--- config.mk ---
export PLATFORM = sky130hd
export DESIGN_NAME = alu_nibble_seq
export DESIGN_NICKNAME = d
export VERILOG_FILES = /design/src/rtl/alu_nibble_seq_pkg.sv /design/src/rtl/alu_nibble_seq_add.sv /design/src/rtl/alu_nibble_seq.sv
export SDC_FILE = /design/constraint.sdc
export NUM_CORES = 1
export LEC_CHECK = 0
export ABC_AREA = 0
export CELL_PAD_IN_SITES_DETAIL_PLACEMENT = 1
export CELL_PAD_IN_SITES_GLOBAL_PLACEMENT = 1
export CORE_ASPECT_RATIO = 1.2
export CORE_MARGIN = 1
export CORE_UTILIZATION = 47
export CTS_BUF_LIST = sky130_fd_sc_hd__clkbuf_4 sky130_fd_sc_hd__clkbuf_8
export DETAILED_ROUTE_END_ITERATION = 7
export PLACE_DENSITY = 0.86
export SLEW_MARGIN = 20
export SYNTH_ARGS = -nofsm -noshare
export SYNTH_HDL_FRONTEND = slang
export SYNTH_SLANG_ARGS = --single-unit
--- constraint.sdc ---
create_clock -name clk -period 6 [get_ports clk]
set_clock_uncertainty 0.15 [all_clocks]
set_input_delay 1.2 -clock clk [delete_from_list [all_inputs] [get_ports clk]]
set_output_delay 1.2 -clock clk [all_outputs]
set_load 0.02 [all_outputs]
--- src/rtl/alu_nibble_seq_pkg.sv ---
// Shared ALU package: sequencer state encoding and slice width.
// Imported by the nibble sequencer and its adder slice.
package alu_nibble_seq_pkg;

  localparam int NIBBLE = 4;

  typedef enum logic [1:0] {
    IDLE = 2'd0,
    RUN  = 2'd1,
    DONE = 2'd2
  } state_t;

endpackage

--- src/rtl/alu_nibble_seq_add.sv ---
// 4-bit carry-lookahead adder slice.
// Ports: a, b, cin in; s (sum nibble), cout out.
module alu_nibble_seq_add
  import alu_nibble_seq_pkg::*;
(
  input  logic [NIBBLE-1:0] a,
  input  logic [NIBBLE-1:0] b,
  input  logic              cin,
  output logic [NIBBLE-1:0] s,
  output logic              cout
);

  logic [3:0] g;
  logic [3:0] p;
  logic [4:0] c;

  assign g = a & b;
  assign p = a ^ b;

  assign c[0] = cin;
  assign c[1] = g[0] | (p[0] & c[0]);
  assign c[2] = g[1] | (p[1] & g[0])
              | (p[1] & p[0] & c[0]);
  assign c[3] = g[2] | (p[2] & g[1])
              | (p[2] & p[1] & g[0])
              | (p[2] & p[1] & p[0] & c[0]);
  assign c[4] = g[3] | (p[3] & g[2])
              | (p[3] & p[2] & g[1])
              | (p[3] & p[2] & p[1] & g[0])
              | (p[3] & p[2] & p[1] & p[0] & c[0]);

  assign s    = p ^ c[3:0];
  assign cout = c[4];

endmodule

--- src/rtl/alu_nibble_seq.sv ---
// Multi-cycle add/sub sequencer: one nibble per cycle, LSB first.
// Ports: start_valid/ready + a, b, sub in; res_valid/ready + result, flags out.
module alu_nibble_seq
  import alu_nibble_seq_pkg::*;
#(
  parameter int WIDTH = 32
) (
  input  logic             clk,
  input  logic             rst_n,
  input  logic             start_valid,
  output logic             start_ready,
  input  logic [WIDTH-1:0] a,
  input  logic [WIDTH-1:0] b,
  input  logic             sub,
  output logic             res_valid,
  input  logic             res_ready,
  output logic [WIDTH-1:0] result,
  output logic             carry,
  output logic             overflow,
  output logic             zero,
  output logic             sign
);

  localparam int NNIB = WIDTH / NIBBLE;
  localparam int CW   = $clog2(NNIB);
  localparam logic [CW-1:0] LAST = CW'(NNIB - 1);

  state_t                state;
  logic [WIDTH-1:0]      a_sh;
  logic [WIDTH-1:0]      b_sh;
  logic [WIDTH-1:0]      res_sh;
  logic                  carry_reg;
  logic [CW-1:0]         count;

  logic [NIBBLE-1:0]     s;
  logic                  cout;
  logic [WIDTH-1:0]      res_next;
  logic                  msb_cin;

  alu_nibble_seq_add u_add (
    .a    (a_sh[NIBBLE-1:0]),
    .b    (b_sh[NIBBLE-1:0]),
    .cin  (carry_reg),
    .s    (s),
    .cout (cout)
  );

  assign res_next    = {s, res_sh[WIDTH-1:NIBBLE]};
  // Carry into the sign bit, recovered from the sum bit.
  assign msb_cin     = a_sh[3] ^ b_sh[3] ^ s[3];
  assign start_ready = (state == IDLE);

  always_ff @(posedge clk or negedge rst_n) begin
    if (!rst_n) begin
      state     <= IDLE;
      a_sh      <= '0;
      b_sh      <= '0;
      res_sh    <= '0;
      carry_reg <= 1'b0;
      count     <= '0;
      res_valid <= 1'b0;
      result    <= '0;
      carry     <= 1'b0;
      overflow  <= 1'b0;
      zero      <= 1'b0;
      sign      <= 1'b0;
    end else begin
      unique case (state)
        IDLE: begin
          if (start_valid) begin
            a_sh      <= a;
            b_sh      <= sub ? ~b : b;
            res_sh    <= '0;
            carry_reg <= sub;
            count     <= '0;
            state     <= RUN;
          end
        end
        RUN: begin
          a_sh      <= {{NIBBLE{1'b0}}, a_sh[WIDTH-1:NIBBLE]};
          b_sh      <= {{NIBBLE{1'b0}}, b_sh[WIDTH-1:NIBBLE]};
          res_sh    <= res_next;
          carry_reg <= cout;
          count     <= count + 1'b1;
          if (count == LAST) begin
            result    <= res_next;
            carry     <= cout;
            overflow  <= msb_cin ^ cout;
            zero      <= (res_next == '0);
            sign      <= res_next[WIDTH-1];
            res_valid <= 1'b1;
            state     <= DONE;
          end
        end
        DONE: begin
          if (res_ready) begin
            res_valid <= 1'b0;
            state     <= IDLE;
          end
        end
        default: begin
          res_valid <= 1'b0;
          state     <= IDLE;
        end
      endcase
    end
  end

endmodule

==> results by group <==
Logic synthesis
  • Synthesized area per cell: 11.5 um2
  • Post-synthesis share of cell area spent on xor and xnor gates: 5.01%
  • Number of flops mapped to enable cells by yosys: 0
  • Distinct cells, synth: 38
  • Cell types with the largest area share after synthesis: sky130_fd_sc_hd__dfrtp_1 (55%), sky130_fd_sc_hd__mux2_2 (5.5%), sky130_fd_sc_hd__a22o_1 (5.0%)
  • Multiplexer share of the synthesized area: 5.68%
  • Sequential-to-total area share from yosys stat: a little over half
  • Number of instances in the synthesized netlist: between 500 and 600
  • Combinational family with the most area after synthesis: compound AO/OA/AOI/OAI gates
  • Top-area cell type share of the netlist area: 54.8%
  • Total number of yosys warnings: 0
  • Synth Cell Area: 6120 um2
  • Register bit count reported by yosys: 134
  • Net count of the mapped netlist: 610
  • Adder and majority gate portion of the synthesized area: 1.55%
  • Largest area contributor in the netlist: sky130_fd_sc_hd__dfrtp_1
  • Compound-cell area share of the yosys netlist: 19.7%
  • Share of synthesized registers carrying an async set or reset: 100%
  • Simple-gate share of the synthesized area: 9.18%
  • Flip-flop cell with the highest count after synthesis: sky130_fd_sc_hd__dfrtp_1

Worst setup path
  • CP max stage delay: 0.71 ns
  • Data arrival time at the worst-slack endpoint: 2.24 ns
  • Startpoint kind of the worst setup timing path: flop
  • Element type at the critical path end: output port
  • Crit Path Category: reg -> out
  • Source of the worst register-to-register timing path: state[1]
  • Critical-path cell with the highest stage delay: sky130_fd_sc_hd__dfrtp_2
  • Cells along the critical path: buf_4 > nor2_1 > clkdlybuf4s50_1
  • Critical path startpoint: state[0]
  • Register-to-register path setup slack: 2.96 ns
  • Peak fanout along the critical path: 38
  • Worst Path Required: 4.65 ns

Routing
  • Sum of routed wire length over all layers: 15,700 um
  • Drt via density: 5.75
  • Wire length per cell: 19.7 um
  • Drt first-iter violations: 256
  • Number of nets still failing antenna checks after routing: 0
  • Count of vias placed by the detailed router: approximately 4.6k
  • Remaining design rule violation count: 0
  • Number of search-and-repair iterations in the first detailed-routing pass: 6

Finish
  • Layout fillers: between 1k and 1.5k
  • Registers with the highest flip-flop counts: a_sh (32), b_sh (32), result (31)
  • Antenna diode instance count: 0
  • Fraction of layout cells with a size suffix above 1: 12.6%
  • Layout overhead on the synthesized area: 25.4%
  • Most frequent cells in the layout: sky130_fd_sc_hd__dfrtp_1 (132), sky130_fd_sc_hd__clkdlybuf4s50_1 (104), sky130_fd_sc_hd__a21oi_1 (45)
  • Leading cell type in the layout, fill and taps excluded: sky130_fd_sc_hd__dfrtp_1
  • Total number of nets in the final design: 696
  • Final cell count without fillers: 797

Clocking
  • Clock Pin Slew Worst Setup and Hold Paths: 0.08 ns
  • CTS tree: built
  • # hold bufs at CTS: 0
  • Number of buffers inserted during clock tree synthesis: 17
  • Resize count post-CTS: 0
  • CTS H-tree lvls: 4
  • Worst skew pair latency: around 0.45 ns
  • Number of post-CTS setup repair buffers: 0
  • CTS sink cnt: 134
  • Clock tree buffer depth: 2
  • Root buffer cell: sky130_fd_sc_hd__clkbuf_8

Power
  • Combinational Power Share: a little under two fifths
  • PwrDens: about 520 nW/um2
  • Cell internal pwr: 2550 uW
  • Worst vdd rail ir drop: 0.000251 V
  • Switching power as a share of total power: 36.7%
  • Leakage component of the power: ~0.0033 uW
  • Power, Total: roughly 4000 uW
  • Part of the power in the clock network: approximately 22%
  • Register share of total power: 39.8%
  • Switching power summed over all nets: 1480 uW

STA
  • Setup-failing EPs final: 0
  • Hold WS: between 0.3 and 0.4 ns
  • Slew at the pin with the worst max-slew slack: 0.971 ns
  • Final Max Tran Viols: 0
  • Max-slew headroom: 34.9%
  • Unrepaired setup endpoints after global routing: false
  • Final setup TNS: 0 ns
  • Tcrit/Tclk final: 59.8%
  • Achievable frequency: around 280 MHz
  • Final hold violation count: 0
  • Final critical path time including I/O delays and setup: 3.59 ns

Floorplan
  • I/O pin cnt: 107
  • Die boundary height: 127 um
  • Initial cell density of the core: 48.3%
  • Die area: around 13,000 um2
  • Floorplan core area: around 13,000 um2
  • X dimension of the die: 106 um
  • Number of cell rows: 45

Global routing
  • GRT Util Overall: 25.1%
  • First-pass GRT wire length: 26,100 um
  • Pin count of the biggest net entering global routing: 87
  • Remaining Overflow, GRT: 0
  • Via count of the first global-routing pass: 5,014
  • Number of antenna violations at the first check in global routing: 0

Placement
  • Post-Place Cells: approximately 770
  • Sum of net half-perimeters after detailed placement: between 10,000 and 15,000 um
  • PortBufs: around 110
  • GP Congestion: 0.769

Status
  • Status: finished, final reports clean

Hold path
  • Worst min-delay path startpoint: a_sh[9]
  • Classification of the worst-slack hold path: reg -> reg

Run
  • Total of max-cap violations: 0
==> power groups by stage <==
stage          combinational (uW)  clock, uW  sequential [uW]
6_report                     1530        892             1600
5_1_grt                      1680        944             1650
4_1_cts                      1550        907             1600
3_5_place_dp                 1530          0             1620
3_3_place_gp                 1440          0             1580
2_1_floorplan                 976          0             1590
==> worst paths after layout <==
path / end / depth (start not counted)
worst max-delay path: start_ready / 3
max in group asynchronous: result[24] / 2
worst min register to register: a_sh[9] / 2
worst min-delay path: a_sh[9] / 2
worst max register to register: zero / 5
min in group asynchronous: result[3] / 1
==> worst max-delay path: cells and delay by family (launching register included) <==
kind | cells | cell delay [ns]
buffers and inverters | 2 | 0.98
flip-flops | 1 | 0.71
AND/OR/NAND/NOR | 1 | 0.10
==> Yosys cell counts (2+ instances only) <==
| cell type | count |
|---|---|
| sky130_fd_sc_hd__dfrtp_1 | 134 |
| sky130_fd_sc_hd__a21oi_1 | 45 |
| sky130_fd_sc_hd__o21ai_0 | 41 |
| sky130_fd_sc_hd__nor2b_1 | 37 |
| sky130_fd_sc_hd__a22o_1 | 35 |
| sky130_fd_sc_hd__mux2_2 | 30 |
| sky130_fd_sc_hd__nand2_1 | 30 |
| sky130_fd_sc_hd__a22oi_1 | 29 |
| sky130_fd_sc_hd__buf_2 | 25 |
| sky130_fd_sc_hd__xnor2_1 | 25 |
| sky130_fd_sc_hd__o22a_1 | 24 |
| sky130_fd_sc_hd__clkbuf_1 | 13 |
| sky130_fd_sc_hd__nor2_1 | 10 |
| sky130_fd_sc_hd__xor2_1 | 10 |
| sky130_fd_sc_hd__ha_1 | 6 |
| sky130_fd_sc_hd__and2b_1 | 5 |
| sky130_fd_sc_hd__buf_4 | 5 |
| sky130_fd_sc_hd__inv_1 | 4 |
| sky130_fd_sc_hd__nor4_1 | 4 |
| sky130_fd_sc_hd__and3b_1 | 2 |
| sky130_fd_sc_hd__buf_6 | 2 |
| sky130_fd_sc_hd__nand2b_1 | 2 |
==> cells by family after synthesis <==
logic type	count (synthesis)
AND/OR/NAND/NOR	99
flip-flops	134
XOR/XNOR	35
AO/OA/AOI/OAI	179
multiplexers	31
adder cells (fa/ha/maj)	7
buffers and inverters	49
==> per-layer routing <==
| layer | up-vias | wire, um | track usage (%) |
|---|---|---|---|
| met5 | - | 0 | 0 |
| met4 | 0 | 316 | 8.82 |
| met3 | 25 | 676 | 4.64 |
| met2 | 127 | 8370 | 44.2 |
| met1 | 2347 | 6370 | 30.9 |
| li1 | 2081 | - | - |
==> through the flow <==
stage / util [%] / setup slack [ns] / area [um2]
after CTS: 60.6 / 2.40 / 7670
after detailed placement: 56.8 / 2.31 / 7200
after global placement: 56.8 / 2.40 / 7200
after global routing: 60.6 / 2.30 / 7680
final: 60.6 / 2.41 / 7680
after floorplan: - / 3.54 / 6120
==> final cells by class <==
cell class                 count  area, um2  share of cell area (%)
multi-input combinational    351       2520                    32.9
clock inverter                11        194                    2.53
timing repair buffer         112       1100                    14.4
sequential                   134       3360                    43.7
inverter                       4       15.0                   0.196
tap                          164        205                    2.67
clock buffer                  21        283                    3.68
Power figures use the tool's default switching activity.
